[src/rtl/branch_compare_seq.sv]
// branch_compare_seq: chunked MSB-first branch comparator producing BrEq/BrLt/BrLtU with start/busy/done handshake
module branch_compare_seq #(
    parameter int XLEN  = 32,
    parameter int CHUNK = 8
) (
    input  logic            clk,
    input  logic            rst,
    input  logic            start,
    input  logic [XLEN-1:0] rs1,
    input  logic [XLEN-1:0] rs2,
    output logic            busy,
    output logic            done,
    output logic            BrEq,
    output logic            BrLt,
    output logic            BrLtU
);
    localparam int N  = XLEN / CHUNK;
    localparam int IW = (N > 1) ? $clog2(N) : 1;

    typedef enum logic [1:0] {IDLE, CMP, DONE} state_t;

    state_t            state_q, state_d;
    logic [XLEN-1:0]   a_q, a_d, b_q, b_d;
    logic [IW-1:0]     idx_q, idx_d;
    logic              eq_q, eq_d, lt_q, lt_d, ltu_q, ltu_d;
    logic [CHUNK-1:0]  ca, cb;
    logic              top;

    always_comb begin
        state_d = state_q;
        a_d     = a_q;
        b_d     = b_q;
        idx_d   = idx_q;
        eq_d    = eq_q;
        lt_d    = lt_q;
        ltu_d   = ltu_q;
        ca      = CHUNK'(a_q >> (CHUNK * int'(idx_q)));
        cb      = CHUNK'(b_q >> (CHUNK * int'(idx_q)));
        top     = idx_q == IW'(N - 1);
        case (state_q)
            IDLE: if (start) begin
                a_d     = rs1;
                b_d     = rs2;
                idx_d   = IW'(N - 1);
                state_d = CMP;
            end
            CMP: if (ca != cb) begin
                // only the top chunk carries the sign bit
                eq_d    = 1'b0;
                ltu_d   = ca < cb;
                lt_d    = top ? ($signed(ca) < $signed(cb)) : (ca < cb);
                state_d = DONE;
            end else if (idx_q == '0) begin
                eq_d    = 1'b1;
                lt_d    = 1'b0;
                ltu_d   = 1'b0;
                state_d = DONE;
            end else begin
                idx_d = idx_q - IW'(1);
            end
            DONE: state_d = IDLE;
            default: state_d = IDLE;
        endcase
    end

    always_ff @(posedge clk) begin
        if (rst) begin
            state_q <= IDLE;
            a_q     <= '0;
            b_q     <= '0;
            idx_q   <= IW'(N - 1);
            eq_q    <= 1'b0;
            lt_q    <= 1'b0;
            ltu_q   <= 1'b0;
        end else begin
            state_q <= state_d;
            a_q     <= a_d;
            b_q     <= b_d;
            idx_q   <= idx_d;
            eq_q    <= eq_d;
            lt_q    <= lt_d;
            ltu_q   <= ltu_d;
        end
    end

    assign busy  = state_q != IDLE;
    assign done  = state_q == DONE;
    assign BrEq  = eq_q;
    assign BrLt  = lt_q;
    assign BrLtU = ltu_q;
endmodule

[config.mk]
export PLATFORM = sky130hd
export DESIGN_NAME = branch_compare_seq
export DESIGN_NICKNAME = d
export VERILOG_FILES = /design/src/rtl/branch_compare_seq.sv
export SDC_FILE = /design/constraint.sdc
export NUM_CORES = 1
export LEC_CHECK = 0
export CORE_MARGIN = 5
export CORE_UTILIZATION = 50
export DETAILED_ROUTE_END_ITERATION = 12
export HOLD_SLACK_MARGIN = 0.15
export PLACE_DENSITY_LB_ADDON = 0.15
export SLEW_MARGIN = 10
export SYNTH_ARGS = -nofsm -noshare
export SYNTH_HDL_FRONTEND = slang
export SYNTH_SLANG_ARGS = --single-unit
[constraint.sdc]
create_clock -name clk -period 6 [get_ports clk]
set_input_delay 0.9 -clock clk [delete_from_list [all_inputs] [get_ports clk]]
set_output_delay 0.9 -clock clk [all_outputs]
set_load 0.01 [all_outputs]
==> results of run 1 <==
-- path summary, 6_finish.rpt --
kind | startpoint | end | slack [ps] | cells after the start
setup / recovery | idx_q[0] | idx_q[0] | 3220 | 7
hold / removal | a_q[29] | a_q[29] | 450 | 2
hold reg to reg | a_q[29] | a_q[29] | 450 | 2
setup reg to reg | idx_q[0] | idx_q[0] | 3220 | 7
-- flip-flops by register name, indices dropped and copies added, names as in the netlist --
name and count:
BrEq 1, BrLt 1, idx_q 2, state_q 2, b_q 32, a_q 32, BrLtU 1
-- power breakdown --
part           leakage (nW)  total, mW  internal, mW  switching, mW
combinational         0.859      0.196         0.102         0.0939
clock                 0.114      0.430         0.257          0.173
sequential            0.582      0.532         0.507         0.0253
-- per-stage QoR --
stage	utilization	setup WS (ps)	cells	hold slack [ps]	power [mW]
after floorplan	-	3480	366	433	0.670
after global placement	0.610	2920	490	439	0.734
after detailed placement	0.610	2830	490	447	0.740
after CTS	0.646	2750	506	456	1.17
after global routing	0.646	2970	506	477	1.21
final	0.646	3220	506	454	1.16
-- critical path: stages (launching register included) --
cell and delay, ps:
sky130_fd_sc_hd__dfxtp_2 720, sky130_fd_sc_hd__mux4_2 580, sky130_fd_sc_hd__ha_1 370, sky130_fd_sc_hd__nand4_2 150, sky130_fd_sc_hd__nor3_2 290, sky130_fd_sc_hd__mux2i_1 260
sky130_fd_sc_hd__a22oi_1 80, sky130_fd_sc_hd__or2_1 200
-- layer usage --
layer,routed length (um),GRT usage
met1,3220,0.228
met2,3440,0.299
met3,359,0.0417
met4,203,0.105
met5,0,0
-- Yosys cell counts (2+ instances only) --
cell | n | area, um2
sky130_fd_sc_hd__a21oi_1 | 71 | 355
sky130_fd_sc_hd__buf_2 | 8 | 40.0
sky130_fd_sc_hd__buf_4 | 3 | 22.5
sky130_fd_sc_hd__buf_6 | 6 | 67.6
sky130_fd_sc_hd__clkbuf_1 | 8 | 30.0
sky130_fd_sc_hd__dfxtp_1 | 71 | 1420
sky130_fd_sc_hd__ha_1 | 10 | 125
sky130_fd_sc_hd__inv_1 | 12 | 45.0
sky130_fd_sc_hd__mux2i_1 | 2 | 20.0
sky130_fd_sc_hd__mux4_2 | 16 | 360
sky130_fd_sc_hd__nand2_1 | 131 | 492
sky130_fd_sc_hd__nor2b_1 | 2 | 12.5
sky130_fd_sc_hd__nor3_1 | 2 | 10.0
sky130_fd_sc_hd__o21ai_0 | 2 | 10.0
-- cells by family after synthesis --
family	after synthesis	synth area share
mux	18	0.120
buf+inv	37	0.0646
simple gates	149	0.194
compound gates	81	0.135
fa+ha+maj	10	0.0394
flops	71	0.447
-- cell type report --
| cell class | instances | area share |
|---|---|---|
| multi-input combinational | 258 | 0.383 |
| sequential | 71 | 0.351 |
| timing repair buffer | 72 | 0.176 |
| clock buffer | 13 | 0.0392 |
| tap | 77 | 0.0238 |
| clock inverter | 3 | 0.0160 |
| inverter | 12 | 0.0111 |
-- cells in the final DEF, fill, tap and decap left out, drive strengths merged --
cell / count
nand3: 1
inv: 12
nor3: 3
mux4: 16
o21a: 1
nand4b: 1
clkdlybuf4s50: 70
clkbuf: 13
nand4: 2
o21bai: 1
nand2b: 1
ha: 10
and2b: 2
o211ai: 1
buf: 2
nor2: 1
clkinv: 1
nor2b: 2
a21o: 1
a22oi: 1
or3: 1
or2: 1
and2: 2
o21ai: 3
a21oi: 72
dfxtp: 71
o31a: 1
mux2i: 2
nand2: 132
bufinv: 2
==> impl_summary.txt, run 1 <==
----------------------------------------------------
[Floorplanning]
  Core area ... about 0.0063 mm2
  Die boundary height ... 89.7 um
  Number of top-level pins ... 72
  Area of the die ... a little over 0.008 mm2
  Initial standard-cell utilization of the core ... 0.506
  Floorplan die width ... between 80 and 90 um
  Row count ... 29

[Critical path]
  Element type at the critical path start ... flip-flop
  Arrival time at the worst endpoint ... roughly 3000 ps
  Peak fanout along the critical path ... 20
  Startpoint-to-endpoint class of the critical path ... reg -> reg
  Critical path endpoint category ... flip-flop
  Crit path required time ... 6240 ps

[Drt]
  Number of DRC markers in iteration 0 ... around 130
  Antenna Violating Nets Remaining ... 0
  WL/cell ... between 10 and 15 um
  Routed via count ... 2663
  DRT Pass-1 Iters ... 4
  Total routed wirelength ... 7230 um
  Vias per cell ... ~5.3
  Number of remaining DRC errors ... 0

[CTS]
  Reg clk slew, reported paths ... around 70 ps
  Depth of the CTS H-tree ... 3
  TritonCTS clock tree ... built
  Number of hold buffers added after CTS ... 0
  Insertion delay of the later-clocked pin in the worst-skew pair ... ~350 ps
  Number of sinks handled by clock tree synthesis ... around 70
  Number of buffers created by CTS ... 9
  Clock root buffer master ... sky130_fd_sc_hd__clkbuf_8
  Post-CTS setup buffer count ... 0
  Largest buffer count on any clock path ... 2
  # resized after CTS ... 0

[GRT]
  Number of global-route vias before repair ... ~2600
  Final global-route overflow total ... 0
  Pin count of the biggest net entering global routing ... between 70 and 80
  Number of antenna violations at the first check in global routing ... 0
  Global router's overall resource usage ... 0.186
  First-pass GRT wire length ... 12000 um

[Timing]
  Final Hold Fails ... 0
  Setup_tns ... 0 ps
  Final Max Slew Viols ... 0
  Post-Route Skew ... about 6.5 ps
  Upper clock frequency limit ... between 300 and 400 MHz
  Slew at the pin closest to its max-slew limit ... 1140 ps
  Fin crit period ... approximately 2800 ps
  Rel. slew slack ... 0.235
  Post-route clock period utilization ... 0.463
  RSZ-0062 raised after global routing ... false
  Final number of setup-violating endpoints ... 0

[Run status]
  Status ... finished clean

[Cells and area]
  Final #Nets ... 501
  Filler Cells Inserted ... 534
  Area used by multi-input combinational logic ... roughly 0.0016 mm2
  Area added between synthesis and finish ... 27.6%
  Antenna diodes ... 0
  Area used by sequential logic in the layout ... between 0.001 and 0.0015 mm2
  Final instance area ... between 0.004 and 0.005 mm2
  Fraction of layout cells with a size suffix above 1 ... 0.0979

[Synthesis]
  Share of async-settable or async-resettable flops after synthesis ... 0
  Fraction of the yosys area taken by sequential cells ... 0.447
  EDFF count, synth ... 0
  Syn_nets ... 443
  Number of synthesized register bits ... 71
  Cell count after synthesis ... roughly 370
  Post-synthesis cell area ... about 0.0032 mm2
  Most used flip-flop cell after synthesis ... sky130_fd_sc_hd__dfxtp_1
  Number of warnings reported in the yosys synthesis log ... 0
  Syn Area/Cell ... roughly 8.7 um2
  Count of different cell masters after synthesis ... 36

[Place]
  PortBufs ... 71
  Total half-perimeter wirelength after legalization and detailed placement ... slightly above 5000 um
  Instance area at placement ... roughly 0.0038 mm2
  Final Wtd Congestion ... around 0.78

[Run]
  Count of maximum capacitance violations ... 0

[Hold path]
  Min-Delay Path Class ... reg -> reg

[Power]
  Reported leakage power ... between 1.5 and 2 nW
  IR Drop Worst-Case VDD ... 0.237 mV
  Pwr dens ... between 200 and 300 mW/mm2

----------------------------------------------------
No activity file was read; power rests on OpenSTA's default activity.
==> run 2: changes to the inputs <==
CORE_UTILIZATION = 45   (was 50)
clock period = 2.3 ns   (was 6 ns; I/O delays follow)
==> run 2 against run 1 <==
Compared with the run above: combinational power rose to 3.2 times the previous value; the flow now finishes with violations (negative setup slack); utilization down 1.2 points; sequential share of layout area down 2.2 points; register-to-register slack worse by 3300 ps; clock-buffer cell count down 2; sequential cell count unchanged; final area up 6.9%; worst setup slack worse by 3300 ps.
==> impl_summary.txt, run 2 (synthesis results as in run 1) <==
----------------------------------------------------
[Cells and area]
  Fraction of layout cells with a size suffix above 1 ... 0.144
  Most frequent cells in the layout ... sky130_fd_sc_hd__nand2_1 (131), sky130_fd_sc_hd__a21oi_1 (71), sky130_fd_sc_hd__dfxtp_1 (70), sky130_fd_sc_hd__clkdlybuf4s50_1 (70), sky130_fd_sc_hd__mux4_2 (16)
  Finished Core Util ... 0.634
  Leading cell type in the layout, fill and taps excluded ... sky130_fd_sc_hd__nand2_1
  Area added between synthesis and finish ... 36.3%
  Antenna diodes ... 0
  Final #Nets ... 515
  Largest registers in the final layout ... a_q x32, b_q x32
  Final standard cell count with taps included and fillers excluded ... between 500 and 600

[Critical path]
  Crit path required time ... between 2000 and 3000 ps
  Peak fanout along the critical path ... 5
  Arrival time at the worst endpoint ... roughly 2600 ps
  Element type at the critical path start ... flip-flop
  Startpoint-to-endpoint class of the critical path ... reg -> reg
  Critical path endpoint category ... flip-flop

[Floorplanning]
  Row count ... 30
  Die boundary height ... 94.0 um
  Initial standard-cell utilization of the core ... 0.465
  Core area ... between 0.006 and 0.007 mm2
  Floorplan die width ... around 94 um
  Number of top-level pins ... 72
  Area of the die ... roughly 0.009 mm2

[Run]
  Count of maximum capacitance violations ... 0

[Drt]
  Number of remaining DRC errors ... 0
  Antenna Violating Nets Remaining ... 0
  Routed via count ... roughly 2700
  DRT Pass-1 Iters ... 4
  Number of DRC markers in iteration 0 ... between 100 and 150
  Vias per cell ... 4.97
  Total routed wirelength ... between 7000 and 8000 um
  WL/cell ... about 14 um

[CTS]
  Reg clk slew, reported paths ... around 70 ps
  Number of sinks handled by clock tree synthesis ... around 70
  Depth of the CTS H-tree ... 3
  Insertion delay of the later-clocked pin in the worst-skew pair ... between 300 and 400 ps
  Number of buffers created by CTS ... 9
  Largest buffer count on any clock path ... 2
  TritonCTS clock tree ... built
  Clock root buffer master ... sky130_fd_sc_hd__clkbuf_8
  Number of hold buffers added after CTS ... 0

[GRT]
  Number of antenna violations at the first check in global routing ... 0
  Final global-route overflow total ... 0
  Global router's overall resource usage ... 0.175
  First-pass GRT wire length ... between 10000 and 15000 um
  Number of global-route vias before repair ... roughly 2600
  Pin count of the biggest net entering global routing ... 65

[Power]
  IR Drop Worst-Case VDD ... around 0.38 mV
  Pwr dens ... a little over 700 mW/mm2
  Reported leakage power ... roughly 1.7 nW

[Timing]
  Final hold slack ... between 400 and 500 ps
  Upper clock frequency limit ... around 430 MHz
  Final Max Slew Viols ... 0
  Fin crit period ... about 2300 ps
  Final Hold Fails ... 0
  Slew at the pin closest to its max-slew limit ... 414 ps
  Post-route clock period utilization ... 1.02
  Final number of setup-violating endpoints ... 3
  RSZ-0062 raised after global routing ... true
  Post-Route Skew ... slightly below 9 ps
  Worst Slack Setup Final ... -35.3 ps
  Rel. slew slack ... 0.721

[Place]
  PortBufs ... 71
  Final Wtd Congestion ... 0.782
  Total half-perimeter wirelength after legalization and detailed placement ... roughly 5500 um
  Inst Count DP ... around 520

[Hold path]
  Min-Delay Path Class ... reg -> reg

[Run status]
  Status ... finished, violations left
  Violations in the final reports ... negative setup slack

----------------------------------------------------
-- run 2: cell count changes in the layout (fill, tap and decap cells not counted), sizes merged --
cell / change
clkinv: +1
buf: +13
clkbuf: -1
clkinvlp: +1
-- run 2: metrics by stage --
step	setup slack, ps	TNS, ps	power, mW	cell area (um2)
CTS	-48.8	-75.7	3.10	4280
finish	-35.3	-83.1	3.09	4330
detailed placement	-45.2	-100	2.01	4050
floorplan	-69.1	-89.1	1.78	3260
global placement	7.45	0	1.99	4050
global route	-145	-488	3.25	4330
-- run 2: worst paths after layout --
| path | start | to | slack [ps] | cells past startpoint |
|---|---|---|---|---|
| setup / recovery | idx_q[0] | idx_q[0] | -40 | 8 |
| hold / removal | b_q[1] | b_q[1] | 460 | 2 |
| setup reg to reg | idx_q[0] | idx_q[0] | -40 | 8 |
| hold reg to reg | b_q[1] | b_q[1] | 460 | 2 |
-- run 2: routing by layer --
| layer | global-route usage | wire length, um | vias up |
|---|---|---|---|
| met5 | 0 | 0 | - |
| met4 | 0.0433 | 63 | 0 |
| met3 | 0.0481 | 356 | 8 |
| met2 | 0.280 | 3530 | 60 |
| met1 | 0.234 | 3520 | 1246 |
| li1 | - | - | 1366 |
-- run 2: area by class of cell --
cell class                 count  area [um2]
fill                         610        2500
inverter                      12        45.0
sequential                    71        1430
timing repair buffer          86         877
multi-input combinational    258        1640
tap                           96         120
clock inverter                 5        81.3
clock buffer                  11         141
-- run 2: critical path: stages, from the launching register on --
cell and delay, ps:
sky130_fd_sc_hd__dfxtp_4 400, sky130_fd_sc_hd__clkbuf_16 160, sky130_fd_sc_hd__mux4_2 540, sky130_fd_sc_hd__ha_4 290
sky130_fd_sc_hd__nand4_1 170, sky130_fd_sc_hd__nor3_4 180, sky130_fd_sc_hd__mux2i_1 200, sky130_fd_sc_hd__a22oi_1 80
sky130_fd_sc_hd__or2_1 210
-- run 2: what timing repair did --
action	in CTS	in global routing
gates cloned	0	1
gates resized for setup	2	5
pin swaps	1	1
setup buffers	0	1
endpoints found under the setup margin	3	6
-- run 2: report_power, final --
part           internal (mW)  switching, mW  total [mW]
sequential              1.32         0.0603        1.38
clock                  0.641          0.448        1.09
combinational          0.334          0.287       0.622
==> RTL edit 1, RTL diff (flow settings as in run 2) <==
Encoding of `state_t`: now one-hot (3 bits for 3 states).
--- a/src/rtl/branch_compare_seq.sv
+++ b/src/rtl/branch_compare_seq.sv
@@ -17,7 +17,7 @@
     localparam int N  = XLEN / CHUNK;
     localparam int IW = (N > 1) ? $clog2(N) : 1;
 
-    typedef enum logic [1:0] {IDLE, CMP, DONE} state_t;
+    typedef enum logic [2:0] {IDLE = 3'b001, CMP = 3'b010, DONE = 3'b100} state_t;
 
     state_t            state_q, state_d;
     logic [XLEN-1:0]   a_q, a_d, b_q, b_d;
Behaviour: same outputs for any inputs over 10 cycles, from zero or initial values and one cycle with rst high; not proved beyond that.
==> RTL edit 1 against run 2 <==
The flow still finishes with violations (negative setup slack). First-iteration DRC count rose by 13%. Sequential share of layout area fell by 0.060 points. Setup slack got worse by 0.054 ns. Cell count rose by 0.19%. Cell area rose by 1.6%. Fmax fell by 2.2%. Sequential cell count rose by 1. Via count rose by 2.5%. Global-route usage rose by 0.81 points. Routed wire length rose by 7.0%. Count of clock-buffer cells in the layout rose by 1. Total power fell by 9.3%. Area after synthesis rose by 0.71%. Critical path type unchanged. Largest cell class unchanged. Largest power group unchanged. Highest routed layer unchanged.
==> RTL edit 1: results (changes against run 2) <==
----------------------------------------------------
[Route]
  Starting DRT DRC Count ... 153 (+13%)
  Vias after detailed routing ... 2748 (+2.5%)
  Wire length after detailed routing ... 7.990 mm (+7.0%)

[Cells and area]
  Combined area of the multi-input logic cells ... 0.001733 sq mm (+5.6%)
  Portion of the layout cell area used by non-clock buffers ... 20.30% (+0.053 points)
  Layout cells sized above 1 ... 17.34% (+2.9 points)
  Count of multi-input gates ... 259 (+0.39%)
  Final nets ... 517 (+0.39%)
  Filler cells ... 594 (-2.6%)
  Fraction of area in registers ... 32.84% (-0.060 points)
  ClkCell Share ... 3.725% (-1.4 points)
  Number of clock buffer instances in the layout ... 12 (+1)
  Largest registers ranked by flip-flop count ... a_q x32, b_q x32, state_q x3

[STA]
  Slew at the pin closest to its max-slew limit ... 0.5478 ns (+0.1335 ns)
  Fin Clk Skew ... 0.01055 ns (+0.001801 ns)
  PnR worst setup slack ... -0.08880 ns (-0.05353 ns)
  Final number of setup-violating endpoints ... 4 (+1)

[Global routing]
  Via count of the first global-routing pass ... 2582 (+1.2%)
  Aggregate global-route resource usage ... 18.28% (+0.81 points)
  Pin count of the biggest net entering global routing ... 54 (-17%)
  First-pass GRT wire length ... 12.62 mm (+4.6%)

[Synth]
  Count of different cell masters after synthesis ... 30 (-17%)
  Sequential fraction of the synthesis area ... 45.04% (+0.31 points)
  Adder-cell share of the synthesized area ... 3.909% (-0.028 points)
  Largest cells by area after synthesis ... sky130_fd_sc_hd__dfxtp_1 (45%), sky130_fd_sc_hd__nand2_1 (16%), sky130_fd_sc_hd__mux4_2 (11%)
  Syn_nets ... 444 (+0.23%)

[Hold path]
  Min-Delay Endpoint ... b_q[9]
  Worst Min Path Start ... rst
  Kind of path behind the tightest hold check ... input pin to register

[Placement]
  Placer's final routability congestion estimate ... 0.8343 (+6.7%)
  Pre-CTS setup slack ... -0.06335 ns (-0.01810 ns)
  Detailed placer's ending HPWL ... 5.543 mm (+0.51%)
  Post-place instance area ... 0.004055 sq mm (+0.22%)

[Power]
  Leakage dissipation ... 0.001671 uW (+1.3%)
  Net load switching power ... 758.4 uW (-4.7%)
  Combinational share of power ... 20.4% (+0.3 points)
  Peak ir drop on the vdd network ... 0.3052 mV (-20%)

[Status]
  Violated checks ... negative setup slack
  Outcome ... finished, violations left

[Floorplanning]
  Die boundary width ... 94.34 microns (+0.32%)

[Setup path]
  Setup crit end ... BrLt
  Top delay family on crit path ... compound AO/OA/AOI/OAI gates
  Critical path data arrival time ... 2.62 ns (+0.06 ns)
  Maximum fanout along the worst path ... 6 (+1)

----------------------------------------------------
## RTL edit 1: repair_timing
action / 4_1_cts / 5_1_grt
gates cloned: 1 / 1
gates resized for setup: 12 / 8
setup buffers: 2 / 1
pin swaps: 3 / 9
endpoints found under the setup margin: 7 / 7
## RTL edit 1: cell families (layout without fill, tap and decap cells)
group / Yosys count / count (layout)
AO/OA/AOI/OAI: 78 / 78
multiplexers: 16 / 16
flip-flops: 72 / 72
buffers and inverters: 36 / 113
AND/OR/NAND/NOR: 155 / 155
adder cells (fa/ha/maj): 10 / 10
## RTL edit 1: worst register-to-register path, cell delays in order, from the launching register on
cell and delay [ns]:
sky130_fd_sc_hd__dfxtp_4 0.41, sky130_fd_sc_hd__buf_12 0.14, sky130_fd_sc_hd__mux4_2 0.55, sky130_fd_sc_hd__ha_4 0.32
sky130_fd_sc_hd__nand2_4 0.07, sky130_fd_sc_hd__o21bai_2 0.20, sky130_fd_sc_hd__a211oi_2 0.30, sky130_fd_sc_hd__o31ai_1 0.10
sky130_fd_sc_hd__a41o_1 0.20
## RTL edit 1: per-stage QoR
step / std cells / total power [uW] / util [%] / hold WS (ns) / setup TNS (ns)
finish: 540 / 2804 / 64.06 / 0.3835 / -0.2140
global route: 540 / 2932 / 64.06 / 0.4006 / -0.5445
CTS: 538 / 2790 / 63.21 / 0.3756 / -0.02062
detailed placement: 520 / 1914 / 59.03 / 0.4471 / -0.1440
global placement: 520 / 1901 / 59.03 / 0.4405 / -0.02966
floorplan: 367 / 1722 / - / 0.4331 / -0.05907
## RTL edit 1: layer usage
metal / GRT usage, % / up-vias / share of wire (%)
li1: - / 1373 / -
met1: 26.08 / 1279 / 45
met2: 27.66 / 86 / 47
met3: 3.745 / 10 / 5.9
met4: 6.137 / 0 / 1.2
met5: 0 / - / 0
==> RTL edit 2, RTL diff (config.mk and constraints of run 2) <==
Made on the original files. Change the parameter `XLEN` from 32 to 16.
--- a/src/rtl/branch_compare_seq.sv
+++ b/src/rtl/branch_compare_seq.sv
@@ -1,6 +1,6 @@
 // branch_compare_seq: chunked MSB-first branch comparator producing BrEq/BrLt/BrLtU with start/busy/done handshake
 module branch_compare_seq #(
-    parameter int XLEN  = 32,
+    parameter int XLEN  = 16,
     parameter int CHUNK = 8
 ) (
     input  logic            clk,
Ports: changed (resized rs1 and rs2); port bits go from 72 to 40. The function was not compared with the original's and may differ.
==> RTL edit 2 against run 2 <==
Non-clock buffer count shrank 40. Synthesized cell count is 44% lower. Routed wire length decreased by 51%. Cell area fell by 46%. Sequential share of layout area shrank 0.068 points. Setup slack improved by 0.18 ns. Clock power down 36%. Die area decreased by 42%. Area after synthesis decreased by 46%. Total power is 43% lower. Sequential cell count shrank 33. Cell count shrank 45%. Critical endpoint is now BrLt.
==> RTL edit 2: results (changes against run 2) <==
----------------------------------------------------
[Synth]
  Largest cells by area after synthesis ... sky130_fd_sc_hd__dfxtp_1 (44%), sky130_fd_sc_hd__nand2_1 (15%), sky130_fd_sc_hd__a21oi_1 (10%)
  Share of synthesized area spent on multiplexers ... 9.920% (-2.0 points)
  Share of the synthesized netlist area taken by xor and xnor gates ... 0.5106% (+0.51 points)
  Ranking of synthesized cells by instance count ... sky130_fd_sc_hd__nand2_1 (68), sky130_fd_sc_hd__dfxtp_1 (38), sky130_fd_sc_hd__a21oi_1 (35)
  Syn avg cell area ... 8.327 sq um (-4.1%)
  Count of different cell masters after synthesis ... 23 (-36%)
  Syn_nets ... 249 (-44%)
  Adder-cell share of the synthesized area ... 5.835% (+1.9 points)

[Power]
  Leakage dissipation ... 0.0009727 uW (-41%)
  Net load switching power ... 430.1 uW (-46%)

[Status]
  Outcome ... completed

[Global routing]
  Aggregate global-route resource usage ... 15.00% (-2.5 points)
  Met3 usage in global routing ... 6.171% (+1.4 points)
  Via count of the first global-routing pass ... 1380 (-46%)
  First-pass GRT wire length ... 6.058 mm (-50%)

[Placement]
  Placer's final routability congestion estimate ... 0.8048 (+2.9%)
  Detailed placer's ending HPWL ... 2.655 mm (-52%)

[Setup path]
  Critical path data arrival time ... 2.37 ns (-0.19 ns)
  Maximum fanout along the worst path ... 8 (+3)
  CP max-delay cell ... sky130_fd_sc_hd__dfxtp_4
  CP max stage delay ... 0.41 ns (-0.13 ns)

[Cells and area]
  Layout cells sized above 1 ... 13.36% (-1.1 points)
  Final cell count without fillers ... 295 (-45%)

[Route]
  Starting DRT DRC Count ... 38 (-72%)

[Clock network]
  Total clock buffers created by CTS ... 5 (-4)
  H-Tree Level Count ... 2 (-1)
  Later-pin clock latency in the skew report ... 0.29 ns (-0.05 ns)

[STA]
  Fin Clk Skew ... 0.003558 ns (-0.005187 ns)

----------------------------------------------------
[RTL edit 2: changes by cell type after synthesis, sizes merged, moves of 3 or more]
cell / delta
mux2i: +6
buf: -12
nor2b: +3
o21ai: -3
mux2: +8
nor2: +4
nand2: -64
a21oi: -37
inv: -11
dfxtp: -33
a211oi: +5
mux4: -16
[RTL edit 2: per-stage QoR]
| step | hold slack (ns) | power [uW] | worst slack [ns] | cell area, sq um | TNS (ns) |
|---|---|---|---|---|---|
| 2_1_floorplan | 0.4329 | 946.7 | 0.1264 | 1715 | 0 |
| 3_3_place_gp | 0.4438 | 1065 | 0.04904 | 2163 | 0 |
| 3_5_place_dp | 0.4488 | 1070 | -0.03435 | 2163 | -0.03435 |
| 4_1_cts | 0.4592 | 1762 | 0.08475 | 2307 | 0 |
| 5_1_grt | 0.4797 | 1846 | 0.005725 | 2328 | 0 |
| 6_report | 0.4555 | 1771 | 0.1461 | 2328 | 0 |
[RTL edit 2: path summary, 6_finish.rpt]
| path | start | cells past startpoint | endpoint | slack, ns |
|---|---|---|---|---|
| min reg2reg | b_q[13] | 2 | b_q[13] | 0.46 |
| min | b_q[13] | 2 | b_q[13] | 0.46 |
| max reg2reg | idx_q | 8 | BrLt | 0.15 |
| max | idx_q | 8 | BrLt | 0.15 |
[RTL edit 2: timing repair]
item,4_1_cts,5_1_grt
endpoints found under the setup margin,3,3
gates resized for setup,1,5
endpoints found under the hold margin,0,0
hold buffers,0,0
[RTL edit 2: layout make-up]
cell class | count | area [sq um] | area share, %
flip-flops and latches | 38 | 764.5 | 32.83
clock buffers | 6 | 82.58 | 3.546
well taps | 48 | 60.06 | 2.579
repair buffers | 46 | 442.9 | 19.02
clock inverters | 2 | 60.06 | 2.579
inverters | 1 | 3.754 | 0.1612
multi-input cells | 154 | 914.6 | 39.28
[RTL edit 2: worst min-delay path, cell delays in order (launching register included)]
cell	delay [ns]
sky130_fd_sc_hd__dfxtp_1	0.31
sky130_fd_sc_hd__nand2_1	0.05
sky130_fd_sc_hd__a21oi_1	0.05
[RTL edit 2: routing by layer]
layer	wire length [microns]	vias up
met5	0	-
met4	57	0
met3	183	6
met2	1701	26
met1	1715	642
li1	-	766
[RTL edit 2: cell families (layout without fill, tap and decap cells)]
family / Yosys count / after routing
buffers and inverters: 14 / 55
XOR/XNOR: 1 / 1
adder cells (fa/ha/maj): 8 / 8
AND/OR/NAND/NOR: 86 / 86
AO/OA/AOI/OAI: 43 / 43
flip-flops: 38 / 38
multiplexers: 16 / 16
[RTL edit 2: power by group through the flow]
stage / sequential [uW] / combinational [uW] / clock, uW
2_1_floorplan: 740 / 207 / 0
6_report: 732 / 338 / 701
5_1_grt: 738 / 378 / 729
4_1_cts: 733 / 324 / 704
3_5_place_dp: 748 / 322 / 0
3_3_place_gp: 748 / 317 / 0
